===== config.mk =====
export PLATFORM = sky130hd
export DESIGN_NAME = decoder_scan_nx
export DESIGN_NICKNAME = d
export VERILOG_FILES = /design/src/rtl/decoder_scan_nx.sv
export SDC_FILE = /design/constraint.sdc
export NUM_CORES = 1
export LEC_CHECK = 0
export CAP_MARGIN = 10
export CORE_MARGIN = 2
export CORE_UTILIZATION = 45
export CTS_BUF_LIST = sky130_fd_sc_hd__clkbuf_16
export DETAILED_ROUTE_END_ITERATION = 10
export DONT_BUFFER_PORTS = 1
export GPL_TIMING_DRIVEN = 0
export HOLD_SLACK_MARGIN = 0.12
export SLEW_MARGIN = 20
export SYNTH_ARGS = -nofsm -noshare
export SYNTH_HDL_FRONTEND = slang
export SYNTH_SLANG_ARGS = --single-unit

===== constraint.sdc =====
create_clock -name clk_i -period 3.95 [get_ports clk_i]
set_input_delay 0.1975 -clock clk_i [delete_from_list [all_inputs] [get_ports clk_i]]
set_output_delay 0.1975 -clock clk_i [all_outputs]
set_load 0.05 [all_outputs]

===== src/rtl/decoder_scan_nx.sv =====
// Registered N-to-M line decoder with direct-decode and auto-scan (strobed row/digit select) modes.
// Latency: one cycle from a sampled sel_valid/mode change to dec_out/code_out/out_valid.
// Backpressure: none; en=0 freezes all state and suppresses the wrap/range_err pulses.
module decoder_scan_nx #(
  parameter int SEL_W      = 2,
  parameter int NUM_OUT    = 4,
  parameter int DWELL      = 4,
  parameter int ACTIVE_LOW = 1
) (
  input  logic               clk_i,
  input  logic               rst_i,
  input  logic               en_i,
  input  logic               mode_i,
  input  logic [SEL_W-1:0]   sel_in_i,
  input  logic               sel_valid_i,
  output logic [NUM_OUT-1:0] dec_out_o,
  output logic [SEL_W-1:0]   code_out_o,
  output logic               out_valid_o,
  output logic               wrap_o,
  output logic               range_err_o
);

  // Dwell counter needs at least one bit even when every code is held a single cycle.
  localparam int               DW_W       = (DWELL > 1) ? $clog2(DWELL) : 1;
  localparam logic [DW_W-1:0]  DWELL_LAST = DW_W'(DWELL - 1);
  localparam logic [SEL_W-1:0] CODE_LAST  = SEL_W'(NUM_OUT - 1);
  // One extra bit so NUM_OUT == 2**SEL_W still compares correctly.
  localparam logic [SEL_W:0]   NUM_OUT_X  = (SEL_W + 1)'(NUM_OUT);
  localparam logic [NUM_OUT-1:0] INACTIVE = (ACTIVE_LOW != 0) ? {NUM_OUT{1'b1}} : {NUM_OUT{1'b0}};

  typedef enum logic [1:0] {IDLE, DIRECT, SCAN} state_t;

  state_t             state_q, state_d;
  logic [NUM_OUT-1:0] dec_q, dec_d;
  logic [SEL_W-1:0]   code_q, code_d;
  logic               vld_q, vld_d;
  logic               wrap_q, wrap_d;
  logic               rerr_q, rerr_d;
  logic [DW_W-1:0]    dwell_q, dwell_d;

  // One-hot line pattern for a code, with output polarity applied.
  function automatic logic [NUM_OUT-1:0] line_of(input logic [SEL_W-1:0] c);
    logic [NUM_OUT-1:0] oh;
    for (int i = 0; i < NUM_OUT; i++) begin
      oh[i] = (c == SEL_W'(i));
    end
    return (ACTIVE_LOW != 0) ? ~oh : oh;
  endfunction

  // Next-state and next-output logic; everything holds unless an enabled cycle changes it.
  always_comb begin
    state_d = state_q;
    dec_d   = dec_q;
    code_d  = code_q;
    vld_d   = vld_q;
    dwell_d = dwell_q;
    wrap_d  = 1'b0;
    rerr_d  = 1'b0;
    if (en_i) begin
      case (state_q)
        IDLE:    state_d = mode_i ? SCAN : DIRECT;
        DIRECT:  if (mode_i)  state_d = SCAN;
        SCAN:    if (!mode_i) state_d = DIRECT;
        default: state_d = IDLE;
      endcase

      if (state_d == SCAN && state_q != SCAN) begin
        // Scan always restarts at code 0 with a fresh dwell.
        code_d  = '0;
        dec_d   = line_of('0);
        vld_d   = 1'b1;
        dwell_d = '0;
      end else if (state_d == SCAN) begin
        if (dwell_q == DWELL_LAST) begin
          dwell_d = '0;
          if (code_q == CODE_LAST) begin
            code_d = '0;
            wrap_d = 1'b1;
          end else begin
            code_d = code_q + SEL_W'(1);
          end
          dec_d = line_of(code_d);
        end else begin
          dwell_d = dwell_q + DW_W'(1);
        end
      end else if (state_d == DIRECT && sel_valid_i) begin
        if ({1'b0, sel_in_i} < NUM_OUT_X) begin
          code_d = sel_in_i;
          dec_d  = line_of(sel_in_i);
          vld_d  = 1'b1;
        end else begin
          // Illegal code: blank the lines, keep the last legal code for reference.
          dec_d  = INACTIVE;
          vld_d  = 1'b0;
          rerr_d = 1'b1;
        end
      end
    end
  end

  // State and output registers with synchronous reset.
  always_ff @(posedge clk_i) begin
    if (rst_i) begin
      state_q <= IDLE;
      dec_q   <= INACTIVE;
      code_q  <= '0;
      vld_q   <= 1'b0;
      wrap_q  <= 1'b0;
      rerr_q  <= 1'b0;
      dwell_q <= '0;
    end else begin
      state_q <= state_d;
      dec_q   <= dec_d;
      code_q  <= code_d;
      vld_q   <= vld_d;
      wrap_q  <= wrap_d;
      rerr_q  <= rerr_d;
      dwell_q <= dwell_d;
    end
  end

  assign dec_out_o   = dec_q;
  assign code_out_o  = code_q;
  assign out_valid_o = vld_q;
  assign wrap_o      = wrap_q;
  assign range_err_o = rerr_q;

endmodule

==> impl_results.md <==
* Top cell type's share of synthesized area at 32.9%
* Vias in the first global route at 625
* Synth Instances at 85
* Grt peak-use layer: met2
* Hold_sp: en_i
* Final WL at 1560 um
* DRT Pass-1 Iters at 4
* R2R Setup Slk at 2.18 ns
* Grt total ovfl at 0
* Worst min path class: in2reg
* CP max FO at 7
* Cell variety after synth at 33
* Buf+Inv Stages, Crit Path at 0
* Post-CTS setup buffer count at 0
* Net Count, Synth at approximately 100
* CTS tree: yes
* IO Count at 16
* Initial antenna violation count at 0
* Total negative slack at 0 ns
* WL per Instance at around 15 um
* Worst R2R Start: code_out_o[0]$_SDFFE_PP0P_
* Slowest library cell on the worst path: dfxtp_1
* Crit path required time at 4.07 ns
* DIE AREA at 1960 um^2
* Tmin final at 1.77 ns
* Fraction of registers with async set/reset at 0%
* Hold slack final at 0.120 ns
* RSZ-0062 raised after global routing: no
* DR vias at 613
* RD Place Congestion at 0.783
* Register area share after synthesis at 32.9%
* P&R area growth vs syn at 14.9%
* Tot Pwr at about 380 uW
* Port buffer count at 0
* First-pass GRT wire length at approximately 2700 um
* Relative slew slack at 54.7%
* MaxCap Viol Count at 0
* Post-synth EDFFs at 0
* Fmax at ~570 MHz
* CP Capture Type: register
* Slew @ Worst Pin at between 0.6 and 0.7 ns
* Crit. Startpoint: code_out_o[0]$_SDFFE_PP0P_
* Worst Setup Path Type: reg2reg
* DRC at 0
* Row count at 14
* Die width at 44.3 um
* Count leader, synth: dfxtp_1
* CTS clk-pin slew, worst paths at 0.04 ns
* Synthesis-stage register bit count at 12
* Dominant cells by area after synthesis: dfxtp_1, ha_1, nand2_1, a221o_1, a211oi_1
* CP Data Arrival Time at 1.89 ns
* Yosys warns at 0
* Crit path cell chain: ha_1 -> nand2_1 -> o21ai_0 -> a211oi_1 -> a221o_1
* Total CTS buffers at 3
* Final std cells w/o fill at 106
* Period utilization at approximately 45%
* Diodes inserted at 0
* Die height at 44.3 um
* Outcome: finished clean
* Met3 Usage GRT at 4.49%
* Core area at roughly 1500 um^2
* Final setup viols at 0
* Mapped Avg Cell Area at 8.60 um^2
* CTS HTree Levels at 1
* Crit start category: register
* Final nets at 104
* Placed insts at between 100 and 150
* Synth top cells by count: dfxtp_1, nand2_1, ha_1
* Post-route ant nets at 0
* CP max stage delay at between 0.7 and 0.8 ns
* M2 GR Usage at 27.9%
* Initial Utilization at 48.5%
* Clk_skew at about 0.0032 ns
* GR Layer Usage met1 at around a quarter
* Final hold vios at 0
* Root buf cell: clkbuf_16
* Slew Viols, Final at 0
* Pin count of the biggest net entering global routing at 11
* Synthesized area at 731 um^2
* Top delay family on crit path: flip-flops
* Clock insertion delay at the later pin of the skew report at ~0.24 ns
* Max rail drop VDD at between 0.2 and 0.3 mV
* DP HPWL at around 1100 um
* 1st-iter DRT viols at 8
* Pleak at 0.000335 uW
* CTS sink cnt at 12
* Largest area contributor in the netlist: dfxtp_1
* Buffer depth of the longest clock path at 2
* Ys flop type: dfxtp_1
* Layout cells sized above 1 at about an eighth
* GR Util All Layers at 19.2%
* Power Density at between 400 and 500 nW/um^2
* DR vias/cell at roughly 5.8
-- cell families after synthesis --
family / share of synthesized area, %
other cells: 0.513
compound gates: 24.5
flops: 32.9
fa+ha+maj: 10.3
buf+inv: 5.14
simple gates: 24.0
mux: 2.74
-- state kept, by name, summed over array words and instances (netlist names) --
signal	count
dec_out_o	4
code_out_o	2
dwell_q	2
state_q	2
out_valid_o	1
wrap_o	1
-- path summary, 6_finish.rpt --
path                                                  end  cells past startpoint
worst min register to register    dwell_q[1]$_SDFFE_PP0P_                      2
worst max-delay path            dec_out_o[2]$_SDFFE_PP1P_                      5
worst max register to register  dec_out_o[2]$_SDFFE_PP1P_                      5
worst min-delay path              state_q[0]$_SDFFE_PP0P_                      2
-- layout by cell type (no fill, tap or decap), types with 2 or more instances in the layout --
cell / n
a211oi_1: 4
a21oi_1: 5
a221o_1: 3
buf_2: 3
clkbuf_16: 3
dfxtp_1: 12
ha_1: 6
inv_1: 3
mux2i_1: 2
nand2_1: 9
nand3b_1: 2
nand4_1: 2
nor2_1: 4
nor2b_1: 3
nor3_1: 2
o21a_1: 3
o21ai_0: 3
or2_1: 2
or3b_2: 2
-- per-layer routing --
layer  up-vias  part of all wire [%]  wire length (um)
li1        318                     -                 -
met1       277                    50               776
met2        14                    44               694
met3         4                   4.2                66
met4         0                   1.6                25
met5         -                     0                 0
-- timing repair --
item / 4_1_cts / 5_1_grt
resized for setup: 0 / 0
hold buffers: 1 / 0
hold endpoints to repair: 1 / 0
-- power by group --
part | switching (uW) | total [uW] | internal, uW
Combinational | 21.4 | 38.4 | 17.0
Clock | 53.2 | 186 | 133
Sequential | 23.3 | 151 | 128
-- metrics by stage --
step | instance area, um^2 | setup WS (ns) | util, %
5_1_grt | 840 | 2.10 | 55.7
3_3_place_gp | 751 | 2.24 | 49.8
2_1_floorplan | 731 | 2.32 | -
4_1_cts | 840 | 2.17 | 55.7
6_report | 840 | 2.18 | 55.7
3_5_place_dp | 751 | 2.18 | 49.8
-- area by class of cell --
cell class | instances | area (um^2)
Multi-Input combinational cell | 65 | 453
Tap cell | 16 | 20.0
Sequential cell | 12 | 240
Clock buffer | 3 | 75.1
Timing Repair Buffer | 1 | 10.0
Buffer | 5 | 26.3
Fill cell | 138 | 667
Inverter | 3 | 11.3
Clock inverter | 1 | 3.75
(Power assumes the default switching activity.)
